File: src/rtl/cic_decim_comb_section.sv
// CIC decimator back end: keeps every R-th valid sample from the integrator
// chain, then runs the kept samples through CIC_N cascaded comb stages
// (y = x - x[n-CIC_M]). The ratio is fixed at CIC_R, or run-time loadable
// (clamped to 1..CIC_R) when VARIABLE_RATE is set.
module cic_decim_comb_section #(
  parameter int DATA_W        = 32,
  parameter int RATE_DW       = 32,
  parameter int CIC_R         = 10,
  parameter int CIC_N         = 7,
  parameter int CIC_M         = 1,
  parameter int VARIABLE_RATE = 1
) (
  input  logic                      clk,
  input  logic                      reset,
  input  logic signed [DATA_W-1:0]  s_axis_in_tdata,
  input  logic                      s_axis_in_tvalid,
  input  logic        [RATE_DW-1:0] s_axis_rate_tdata,
  input  logic                      s_axis_rate_tvalid,
  output logic signed [DATA_W-1:0]  m_axis_out_tdata,
  output logic                      m_axis_out_tvalid
);

  localparam logic [RATE_DW-1:0] RATE_MAX = RATE_DW'(CIC_R);
  localparam logic [RATE_DW-1:0] RATE_MIN = RATE_DW'(1);

  logic [RATE_DW-1:0] rate_q;
  logic [RATE_DW-1:0] rate_eff;
  logic [RATE_DW-1:0] rate_load;
  logic               rate_wr;
  logic [RATE_DW-1:0] cnt_q;
  logic [DATA_W-1:0]  ds_data_q;
  logic               ds_valid_q;

  // Comb chain plumbing: index 0 is the downsampler, index k+1 is stage k
  logic [DATA_W-1:0]  chain_data  [CIC_N+1];
  logic               chain_valid [CIC_N+1];

  // A fixed-rate build ignores the rate port entirely
  assign rate_wr  = (VARIABLE_RATE != 0) && s_axis_rate_tvalid;
  assign rate_eff = (VARIABLE_RATE != 0) ? rate_q : RATE_MAX;

  // Clamp an incoming ratio into the legal range 1..CIC_R
  always_comb begin
    rate_load = s_axis_rate_tdata;
    if (s_axis_rate_tdata == '0) begin
      rate_load = RATE_MIN;
    end else if (s_axis_rate_tdata > RATE_MAX) begin
      rate_load = RATE_MAX;
    end
  end

  // Downsampler: count valid samples and keep the one that closes each group of R;
  // a rate load restarts the count and swallows any sample arriving with it
  always_ff @(posedge clk) begin
    if (reset) begin
      rate_q     <= RATE_MAX;
      cnt_q      <= '0;
      ds_data_q  <= '0;
      ds_valid_q <= 1'b0;
    end else begin
      ds_valid_q <= 1'b0;
      if (rate_wr) begin
        rate_q <= rate_load;
        cnt_q  <= '0;
      end else if (s_axis_in_tvalid) begin
        if (cnt_q == rate_eff - RATE_MIN) begin
          ds_data_q  <= s_axis_in_tdata;
          ds_valid_q <= 1'b1;
          cnt_q      <= '0;
        end else begin
          cnt_q <= cnt_q + RATE_MIN;
        end
      end
    end
  end

  assign chain_data[0]  = ds_data_q;
  assign chain_valid[0] = ds_valid_q;

  for (genvar k = 0; k < CIC_N; k++) begin : g_comb
    logic [DATA_W-1:0] dly_q [CIC_M];
    logic [DATA_W-1:0] data_q;
    logic              valid_q;

    // Comb stage: on each valid input subtract the sample CIC_M steps back
    // (modulo 2^DATA_W) and shift the delay line; otherwise everything holds
    always_ff @(posedge clk) begin
      if (reset) begin
        for (int i = 0; i < CIC_M; i++) begin
          dly_q[i] <= '0;
        end
        data_q  <= '0;
        valid_q <= 1'b0;
      end else begin
        valid_q <= chain_valid[k];
        if (chain_valid[k]) begin
          data_q   <= chain_data[k] - dly_q[CIC_M-1];
          dly_q[0] <= chain_data[k];
          for (int i = 1; i < CIC_M; i++) begin
            dly_q[i] <= dly_q[i-1];
          end
        end
      end
    end

    assign chain_data[k+1]  = data_q;
    assign chain_valid[k+1] = valid_q;
  end

  assign m_axis_out_tdata  = chain_data[CIC_N];
  assign m_axis_out_tvalid = chain_valid[CIC_N];

endmodule

File: config.mk
export PLATFORM = sky130hd
export DESIGN_NAME = cic_decim_comb_section
export DESIGN_NICKNAME = d
export VERILOG_FILES = /design/src/rtl/cic_decim_comb_section.sv
export SDC_FILE = /design/constraint.sdc
export NUM_CORES = 1
export LEC_CHECK = 0
export CAP_MARGIN = 20
export CORE_MARGIN = 2
export CORE_UTILIZATION = 31
export CTS_BUF_LIST = sky130_fd_sc_hd__clkbuf_4
export DETAILED_ROUTE_END_ITERATION = 10
export PLACE_DENSITY = 0.57
export SYNTH_ARGS = -nofsm -noshare
export SYNTH_HDL_FRONTEND = slang
export SYNTH_SLANG_ARGS = --single-unit
File: constraint.sdc
create_clock -name clk -period 3.9 [get_ports clk]
set_input_delay 1.17 -clock clk [delete_from_list [all_inputs] [get_ports clk]]
set_output_delay 1.17 -clock clk [all_outputs]
set_load 0.005 [all_outputs]
==> results.cfg <==
[run_status]
status = finished clean

[route]
drt_wl_total_um = 71600
vias_per_cell = 4.77
drc = 0
via_count = 24169
drt-initial-drc-count = 1193
ant_nets = 0
drtPass1Iterations = 5
wire_per_inst_um = 14.1

[power_and_ir_drop]
power-per-cell-area_nw_per_um2 = 333
power_mw = 12.1
leakagePower_nw = 15.3
peakVddDrop_mv = 0.192

[die]
rows = 116
pin_count = 101
die_x_um = 323
chipHeight_um = 323
start_util_pct = 31.3
core-area_um2 = 100000
fp.dieArea_um2 = 104000

[cts]
cts_max_level = 4
clkTransAtPathRegs_ns = 0.06
clk_latency_ns = 1.01
numCtsBuffers = 151
cts_tree = done
cts.sinks = 552
clockBufferDepth = 3
cts_root_buffer = clkbuf_4
cts_hold_buf = 0

[logic_synthesis]
synth_flop_cell = dfxtp_1
netlist_instances = 3379
ys_types = 76
syn_area_um2 = 31500
synth.avg_cell_area_um2 = 9.32
synth_warnings = 0
synth_enable_flop_cells = 224
yosysTopAreaCellShare_pct = 21.4
synth_nets = 3673
synth_largest_area_cell = edfxtp_1
ys_ff_latch = 552
synthArstFlopShare_pct = 0
synth_seq_area_share_pct = 42.2
ys_top_cells_by_area = edfxtp_1 21%, dfxtp_1 21%, ha_1 8.7%

[hold_path]
min_path_cells = 2
hold_class = flip-flop to flip-flop

[cells_and_area]
postLayoutCoreUtil_pct = 36.2
layout-drive-gt1-share_pct = 9.58
final_area_um2 = 36300
nets = 3875
mostFrequentLayoutCells = 334 x nor2_1, 325 x dfxtp_1, 279 x inv_1
final_common_cell = nor2_1
area_growth_pct = 15.4
stdcell_count = 5066

[timing]
tns_ns = 0
timing_hold_violations_final = 0
post-route-min-period_ns = 3.81
period_share_pct = 97.8
setup_slack_ns = 0.0868
grt_setup_unrepaired = true
fmax_ghz = 0.262
setup_viol = 0
holdWs_ns = 0.451
slew_viol_final = 0
clock-skew-final_ns = 0.0734
tightest_slew_ns = 0.946
relSlewSlack_pct = 36.7

[placed_design]
place_ws_ns = 0.147
placedCellCount = 4776
dpl.hpwl_um = 51300
gp_congestion = 0.855
placed_cell_area_um2 = 34200
portBuffers = 100

[worst_setup_path]
worst-endpoint-required_ns = 4.76
path_cells = inv_4 -> ha_4 -> or4b_4 -> nor4_4 -> and3_1 -> o21ai_1 -> nor4_2 -> nand4_1 -> or4_4 -> nor4_4 -> buf_6 -> clkbuf_16 -> mux2i_2 -> nor2_1
cp.arrival_ns = 4.67
crit_type = flip-flop to flip-flop
max_stage_delay_ns = 0.55
crit_top_cell = nor4_4
endpoint_kind = flip-flop
slowest_stage = or4_4
critPathMaxFanout = 8
startpoint_type = flip-flop
rr_worst_depth = 14

[global_route]
grt_max_degree = 77
grt_pass1_vias = 23811
overflow = 0
antenna_found_initial = 2
track_usage_pct = 13.9
grt_pass1_wl_um = 119000

[flow_run]
maxCapViolCount = 0
## cell type report
| class | count | area, um2 |
|---|---|---|
| antenna | 4 | 10.0 |
| fill | 10464 | 64100 |
| timing repair buffer | 164 | 1560 |
| inverter | 284 | 1070 |
| clock buffer | 231 | 1730 |
| multi-input combinational | 2428 | 16700 |
| sequential | 552 | 13300 |
| clock inverter | 46 | 236 |
| tap | 1357 | 1700 |
## where the power goes
group / internal (mW) / total (mW) / switching, mW
clock network: 2.78 / 5.30 / 2.51
registers: 6.07 / 6.10 / 0.0263
logic: 0.282 / 0.692 / 0.409
## cell usage after synthesis, drive strengths merged (24+ instances only)
cell    number
a211oi      41
a21o        80
a21oi      195
a22o        53
a31oi       24
and2       171
and3       117
clkbuf     100
dfxtp      328
edfxtp     224
ha         219
inv        281
mux2i      108
nand2      174
nand3       52
nand4       35
nor2       335
nor2b       41
nor3        66
o21a        48
o21ai      148
xnor2      152
xor2        95
## per-layer routing
| metal | up-vias | global-route usage [%] | part of all wire (%) |
|---|---|---|---|
| li1 | 12494 | - | - |
| met1 | 11182 | 17.7 | 47 |
| met5 | - | 0 | 0 |
| met2 | 395 | 23.1 | 47 |
| met3 | 98 | 2.83 | 3.8 |
| met4 | 0 | 5.14 | 2.0 |
## path summary, 6_finish.rpt
kind                                                         from                                end  slack [ns]
worst max-delay path                     rate_eff[0]$_SDFFE_PP0P_          ds_data_q[3]$_SDFFE_PP0P_        0.09
worst min-delay path            m_axis_out_tdata[10]$_SDFFE_PP0P_  m_axis_out_tdata[10]$_SDFFE_PP0P_        0.45
worst max register to register           rate_eff[0]$_SDFFE_PP0P_          ds_data_q[3]$_SDFFE_PP0P_        0.09
worst min register to register  m_axis_out_tdata[10]$_SDFFE_PP0P_  m_axis_out_tdata[10]$_SDFFE_PP0P_        0.45
## critical path: cells and delay by family (launching register included)
kind                       cells  cell delay, ns
muxes                          1            0.20
AOI/OAI and AO/OA              1            0.06
and+or+nand+nor                8            2.50
DFF                            1            0.36
adders and majority gates      1            0.12
buffers and inverters          3            0.41
## what timing repair did
action                                  in CTS  in global routing
endpoints found under the setup margin       0                 32
setup buffers                                0                  6
resized for setup                            0                 18
endpoints found under the hold margin        0                  0
## logic make-up (layout without fill, tap and decap cells)
family | after synthesis | count (layout) | synth area share, %
AO/OA/AOI/OAI | 747 | 747 | 15.6
XOR/XNOR | 247 | 247 | 6.87
adder cells (fa/ha/maj) | 226 | 226 | 9.15
buffers and inverters | 399 | 725 | 4.85
flip-flops | 552 | 552 | 42.2
multiplexers | 111 | 111 | 3.54
other | 0 | 4 | 0
AND/OR/NAND/NOR | 1097 | 1097 | 17.7
## state kept, by name (all words and copies together), names as in the netlist
signal	cells
g_comb.valid_q	6
m_axis_out_tvalid	1
m_axis_out_tdata	32
ds_valid_q	1
cnt_q	32
ds_data_q	32
g_comb.dly_q	224
g_comb.data_q	192
rate_eff	32
Note: power is estimated with default switching activity, not from simulation.
